$ cat src/rtl/pipe_fetch_stage_if.sv
// ============================================================================
// pipe_fetch_stage_if : Avalon-style instruction read port of the fetch stage.
// Revision 1.0
// ============================================================================
`default_nettype none

interface pipe_fetch_stage_if;
    logic [31:0] instr_address;
    logic        instr_read;
    logic [31:0] instr_readdata;
    logic        waitrequest;

    modport master (
        output instr_address,
        output instr_read,
        input  instr_readdata,
        input  waitrequest
    );

    modport slave (
        input  instr_address,
        input  instr_read,
        output instr_readdata,
        output waitrequest
    );
endinterface

`default_nettype wire

$ cat src/rtl/pipe_fetch_stage.sv
// ============================================================================
// pipe_fetch_stage : MIPS IF stage - PC, delay-slot redirect, stall hold, halt.
// Optional macro FETCH_PERF_CNT_EN adds fetch_count / stall_cycles outputs.
// Revision 1.0
// ============================================================================
`default_nettype none

module pipe_fetch_stage #(
    parameter logic [31:0] RESET_VECTOR = 32'hBFC00000,
    parameter logic [31:0] NOP_WORD     = 32'h00000000
) (
    input  wire logic             clk,
    input  wire logic             reset,
    pipe_fetch_stage_if.master    bus,
    input  wire logic             stall,
    input  wire logic             branch_taken,
    input  wire logic [31:0]      branch_target,
    output logic      [31:0]      IF_ID_Instruction,
    output logic      [31:0]      IF_ID_PC,
    output logic                  active
`ifdef FETCH_PERF_CNT_EN
    ,
    output logic      [31:0]      fetch_count,
    output logic      [31:0]      stall_cycles
`endif
);

    typedef enum logic [1:0] {
        START  = 2'd0,
        FETCH  = 2'd1,
        HALTED = 2'd2
    } state_t;

    state_t      state;
    state_t      state_next;
    logic [31:0] pc;
    logic [31:0] next_pc;
    logic [31:0] target_aligned;
    logic [31:0] redirect_target;
    logic        redirect_pending;
    logic        accept;

    always_comb begin
        target_aligned = branch_target & ~32'd3;
        accept         = (state == FETCH) && !bus.waitrequest && !stall;
        // A fresh branch beats an older pending redirect; otherwise fall through.
        if (branch_taken)
            next_pc = target_aligned;
        else if (redirect_pending)
            next_pc = redirect_target;
        else
            next_pc = pc + 32'd4;
    end

    always_comb begin
        state_next = state;
        case (state)
            START:   if (!bus.waitrequest) state_next = FETCH;
            FETCH:   if (accept && (next_pc == 32'd0)) state_next = HALTED;
            HALTED:  state_next = HALTED;
            default: state_next = START;
        endcase
    end

    always_ff @(posedge clk) begin
        if (reset) begin
            state             <= START;
            pc                <= RESET_VECTOR;
            IF_ID_Instruction <= NOP_WORD;
            IF_ID_PC          <= 32'd0;
            redirect_pending  <= 1'b0;
            redirect_target   <= 32'd0;
        end else begin
            state <= state_next;
            if (accept) begin
                IF_ID_Instruction <= bus.instr_readdata;
                IF_ID_PC          <= pc;
                pc                <= next_pc;
                redirect_pending  <= 1'b0;
            end else if ((state == FETCH) && branch_taken) begin
                // Branch resolved while the delay slot is blocked: remember it.
                redirect_pending <= 1'b1;
                redirect_target  <= target_aligned;
            end
            if ((state == HALTED) && !bus.waitrequest)
                IF_ID_Instruction <= NOP_WORD;
        end
    end

    assign bus.instr_read    = (state == FETCH);
    assign bus.instr_address = pc;
    assign active            = (state != HALTED);

`ifdef FETCH_PERF_CNT_EN
    always_ff @(posedge clk) begin
        if (reset) begin
            fetch_count  <= 32'd0;
            stall_cycles <= 32'd0;
        end else if (state == FETCH) begin
            if (accept) begin
                if (fetch_count != 32'hFFFFFFFF)
                    fetch_count <= fetch_count + 32'd1;
            end else if (stall_cycles != 32'hFFFFFFFF) begin
                stall_cycles <= stall_cycles + 32'd1;
            end
        end
    end
`endif

endmodule

`default_nettype wire

$ cat src/flat_wrapper.sv
// flat-port wrapper written by rule: the top's interface ports become plain ports
module pipe_fetch_stage_flat 
#(
    parameter logic [31:0] RESET_VECTOR = 32'hBFC00000,
    parameter logic [31:0] NOP_WORD     = 32'h00000000
)
  (clk, reset, stall, branch_taken, branch_target, IF_ID_Instruction, IF_ID_PC, active, bus_instr_address, bus_instr_read, bus_instr_readdata, bus_waitrequest);
  pipe_fetch_stage_if bus_i ();
  input  wire logic clk;
  input  wire logic reset;
  input  wire logic stall;
  input  wire logic branch_taken;
  input  wire logic [31:0] branch_target;
  output logic      [31:0] IF_ID_Instruction;
  output logic      [31:0] IF_ID_PC;
  output logic active;
  output wire logic [$bits(bus_i.instr_address)-1:0] bus_instr_address;
  output wire logic [$bits(bus_i.instr_read)-1:0] bus_instr_read;
  input wire logic [$bits(bus_i.instr_readdata)-1:0] bus_instr_readdata;
  input wire logic [$bits(bus_i.waitrequest)-1:0] bus_waitrequest;
  assign bus_instr_address = bus_i.instr_address;
  assign bus_instr_read = bus_i.instr_read;
  assign bus_i.instr_readdata = bus_instr_readdata;
  assign bus_i.waitrequest = bus_waitrequest;
  pipe_fetch_stage #(.RESET_VECTOR(RESET_VECTOR), .NOP_WORD(NOP_WORD)) u_core (.clk(clk), .reset(reset), .bus(bus_i), .stall(stall), .branch_taken(branch_taken), .branch_target(branch_target), .IF_ID_Instruction(IF_ID_Instruction), .IF_ID_PC(IF_ID_PC), .active(active));
endmodule
$ cat config.mk
export PLATFORM = sky130hd
export DESIGN_NAME = pipe_fetch_stage_flat
export DESIGN_NICKNAME = d
export VERILOG_FILES = /design/src/rtl/pipe_fetch_stage_if.sv /design/src/rtl/pipe_fetch_stage.sv /design/src/flat_wrapper.sv
export SDC_FILE = /design/constraint.sdc
export NUM_CORES = 1
export LEC_CHECK = 0
export ABC_AREA = 1
export CORE_ASPECT_RATIO = 1.4
export CORE_MARGIN = 2
export CORE_UTILIZATION = 52
export CTS_CLUSTER_SIZE = 25
export DETAILED_ROUTE_END_ITERATION = 16
export PLACE_DENSITY = 0.85
export SLEW_MARGIN = 10
export SYNTH_ARGS = -nofsm -noshare
export SYNTH_HDL_FRONTEND = slang
export SYNTH_SLANG_ARGS = --single-unit
$ cat constraint.sdc
create_clock -name clk -period 5.4 [get_ports clk]
set_clock_uncertainty 0.15 [all_clocks]
set_input_delay 1.08 -clock clk [delete_from_list [all_inputs] [get_ports clk]]
set_output_delay 1.08 -clock clk [all_outputs]
set_load 0.05 [all_outputs]
Yosys cells after proc, flatten, opt, wreduce, memory -nomap -nowiden
Index checks and enable logic that the tools add are counted.
Word-level totals
  output and inout port bits: 98
  logic and storage cells: 31
  register bits: 129
Operators by class
  bitwise operators: 1
  multiplexer cells: 5
  equality and inequality tests: 5
  reductions and logical operators: 13
  add/subtract/negate cells: 1
Operator list (number)
  32-bit 2-to-1 mux: 2
  32-bit by 3-bit adder with 32-bit output (second input constant): 1
  32-bit logical NOT: 1
  2-bit one-hot mux with 3 select lines: 1
  1-bit logical AND: 5
  2-bit 2-to-1 mux: 2
  2-bit != test (second input constant): 2
  2-bit AND reduction: 2
  2-bit OR reduction: 2
  2-bit by 1-bit == test with 1-bit output (second input constant): 1
  2-bit == test (second input constant): 1
  1-bit logical NOT: 2
  2-bit logical NOT: 1
  2-bit by 1-bit != test with 1-bit output (second input constant): 1
  1-bit inverter: 1

Longest topological paths before layout
  word-level depth: 7
  mapped depth: 19

Least setup slack after synthesis
Ideal clock, no wire load.
  path kind: input port to flip-flop
  from: input bus_waitrequest
  to: register u_core.state[0]
  data required time: 5.135 ns
  arrival time: 2.417 ns
  setup slack: 2.718 ns
  stages: 16
  path through: nor3_2 -> nand2_1 -> nor2_1 -> nand2_1 -> nor2_1 -> nand3_1 -> nor2_1 -> nand2_1 -> nor2_1 -> nand2_1 -> nor2_1 -> nand2_1 -> nand2_2 -> nand3_1 -> nand2_1 -> nor2_1
Between the ends
  cells in the longest elaborated chain, start to end: 6
  elaborated cells on any way between the ends: 7
Ends and longest elaborated chain
  start, declared: line flat_wrapper.sv:20  | input wire logic [$bits(bus_i.waitrequest)-1:0] bus_waitrequest;
  1-bit logical NOT: line pipe_fetch_stage.sv:45  | accept = (state == FETCH) && !bus.waitrequest && !stall;
  1-bit logical AND (2 in series): line pipe_fetch_stage.sv:45
  1-bit logical AND: line pipe_fetch_stage.sv:59  | FETCH: if (accept && (next_pc == 32'd0)) state_next = HALTED;
  2-bit by 1-bit != test with 1-bit output (no source line)
  2-bit AND reduction (no source line) (*)
  end signal, assigned: line pipe_fetch_stage.sv:74  | state <= state_next;
  end, declared: line pipe_fetch_stage.sv:34  | state_t state;
Mark *: on every way between the ends. The rest lies on a longest branch, timed or not.
A chain may end at the register's enable or synchronous reset.

Worst setup path in the final report
  from: input bus_waitrequest
  to: register u_core.pc[30] (netlist: u_core.bus.instr_address[30])
Between the ends
  cells in the longest elaborated chain, start to end: 3
Ends and longest elaborated chain
  1-bit logical NOT: line pipe_fetch_stage.sv:45
  1-bit logical AND (2 in series): line pipe_fetch_stage.sv:45
  end signal, assigned: line pipe_fetch_stage.sv:78  | pc <= next_pc;
  end, declared: line pipe_fetch_stage.sv:36  | logic [31:0] pc;
No other way between the ends.

==> qor.yml <==
status: "completed"
ctsHoldBuffers: 0
overflow: 0
routed_wl_um: 18400
setup_violations: 0
critPathKind: "input pin to flip-flop"
cts_inserted_buffers: 17
syn_area_per_cell_um2: 6.91
synth-xor-area-share_pct: 0.288
fin_nets: 1101
p_leak_uw: 0.00330
clock_sinks: 129
top_usage_layer: "met2"
ios: 167
yosys.area_share.simple_pct: 29.2
drv_cap: 0
firstDrtPassIters: 6
core_um2: 11400
synth_adder_area_share_pct: 1.03
max_stage_delay_ns: 0.92
syn_area_um2: 6090
worst_pin_slew_ns: 1.12
dieArea_um2: 12600
synth_compound_area_share_pct: 18.2
fmaxAchievable_ghz: 0.269
num_vias: 6463
start_util_pct: 53.4
finalHoldViolCount: 0
met1_usage_pct: 32.4
start_kind: "input pin"
die_h_um: 132
final_antenna_net_count: 0
fin_crit_sh_pct: 68.9
arrival_ns: 3.82
grt_util_all_layers_pct: 29.6
finalCriticalPeriod_ns: 3.72
grt_antenna_before_repair: 0
grt_util_met3_pct: 9.83
clock_latency_ns: 0.42
cts_tree: "yes"
fp.dieW_um: 95.4
cts_max_path_buffers: 2
synth.distinct_cells: 34
grt_max_degree: 68
path_cells: "clkdlybuf4s50_1 > nor3_4 > inv_2 > buf_4 > nand2_1 > o21ai_0"
grt_use_met2_pct: 50.1
cts_root_buf: "clkbuf_16"
post_dp_cell_area_um2: 7790
final_area_um2: 8370
finalSetupTns_ns: 0
synth_seq_cells: 129
vdd_drop_max_uv: 256
synthCells: 881
cp-end-kind: "flip-flop"
worst_ep_required_time_ns: 5.51
fillers: 943
dp_hpwl_um: 12600
drt-initial-drc-count: 376
rows: 46
area_delta_synth_final_pct: 37.5
grt_pass1_vias: 6216
synth_top_family_by_area: "simple AND/OR/NAND/NOR gates"
n_antenna_cell: 0
rsz0062_at_grt: "no"
post_drt_wl_per_cell_um: 15.6
slew_headroom_pct: 25.4
avgViaCountPerCell: 5.47
cp_max_fo: 67
cts_setup_buffers: 0
slew_violations: 0
post-route-drc-count: 0
gp_congestion: 0.953
ys.warnings.count: 0
layout_common_cells: "nand2_1, clkdlybuf4s50_1, dfxtp_1"
ys_seq_area_share_pct: 42.4
layout_commonest_cell: "nand2_1"
drive_above_1_share_pct: 6.74
h-tree-depth: 4
clk_pin_slew_worst_paths_ns: 0.06
cts_resized: 0
port-buffer-count: 164
hold_path_class: "flip-flop to flip-flop"
grt_pass1_wl_um: 29400
synthesis.nets: 955
crit_slowest_cell: "nand2_1"
power_density_nw_per_um2: 355
muxShareOfSynthArea_pct: 0
registers in the layout, summed over array words and instances (netlist names):
register and cells:
u_core.redirect_target 30, u_core.IF_ID_PC 32, u_core.IF_ID_Instruction 32, u_core.bus.instr_address 32
u_core.redirect_pending 1, u_core.state 2
cells by family (layout without fill, tap and decap cells):
logic type | count (synthesis) | after routing
XOR/XNOR | 2 | 2
AO/OA/AOI/OAI | 208 | 208
flip-flops | 129 | 129
adder cells (fa/ha/maj) | 5 | 5
buffers and inverters | 140 | 297
AND/OR/NAND/NOR | 397 | 397
worst paths after layout:
check,from,endpoint,slack (ns),depth (start not counted)
setup reg to reg,u_core.state[1]$_SDFFE_PP0P_,u_core.bus.instr_address[30]$_SDFFE_PP0P_,2.21,8
setup / recovery,bus_waitrequest,u_core.bus.instr_address[30]$_SDFFE_PP0P_,1.68,6
hold / removal,u_core.redirect_target[10]$_SDFFE_PP0P_,u_core.redirect_target[10]$_SDFFE_PP0P_,0.30,2
hold reg to reg,u_core.redirect_target[10]$_SDFFE_PP0P_,u_core.redirect_target[10]$_SDFFE_PP0P_,0.30,2
metrics by stage:
step / util, % / setup slack, ns / hold slack, ns / power, uW / std cells
after floorplan: - / 2.72 / 0.280 / 1620 / 881
after global placement: 68.4 / 1.32 / 0.290 / 1850 / 1152
after detailed placement: 68.4 / 1.20 / 0.296 / 1860 / 1152
after CTS: 73.4 / 1.66 / 0.305 / 2980 / 1182
after global routing: 73.4 / 1.40 / 0.315 / 3110 / 1182
final: 73.4 / 1.68 / 0.303 / 2970 / 1182
power by group:
part	total [uW]	switching (uW)	leakage (uW)	internal [uW]
Clock	1120	416	0.000280	707
Combinational	744	495	0.00197	248
Sequential	1100	55.7	0.00105	1050
metal layers:
layer / wire [um] / part of all wire, %
met5: 0 / 0
met4: 671 / 3.6
met3: 1630 / 8.9
met1: 6900 / 37
met2: 9200 / 50
cell usage after synthesis, drive strengths merged:
cell type / instances / area [um2]
nand2: 229 / 892
dfxtp: 129 / 2580
inv: 94 / 353
a21oi: 93 / 477
nand3: 87 / 450
o21ai: 85 / 425
nor2: 64 / 325
clkbuf: 33 / 124
o22ai: 15 / 93.8
a21boi: 13 / 97.6
buf: 12 / 58.8
nand4: 9 / 56.3
ha: 5 / 62.6
nor3: 5 / 30.0
xor2: 2 / 17.5
a211oi: 1 / 7.51
a22oi: 1 / 7.51
and2: 1 / 6.26
clkinv: 1 / 3.75
nand3b: 1 / 7.51
nor3b: 1 / 7.51
area by class of cell:
| class | instances | area [um2] | share of cell area (%) |
|---|---|---|---|
| clock inverter | 10 | 111 | 1.33 |
| sequential | 129 | 2580 | 30.9 |
| multi-input combinational | 612 | 2970 | 35.5 |
| clock buffer | 20 | 467 | 5.58 |
| inverter | 95 | 357 | 4.26 |
| timing repair buffer | 172 | 1700 | 20.3 |
| tap | 144 | 180 | 2.15 |
worst max-delay path: cells and delay by family:
family          cells  cell delay (ns)
buf+inv             3             0.97
simple gates        2             1.56
compound gates      1             0.19
No activity file was read; power rests on OpenSTA's default activity.
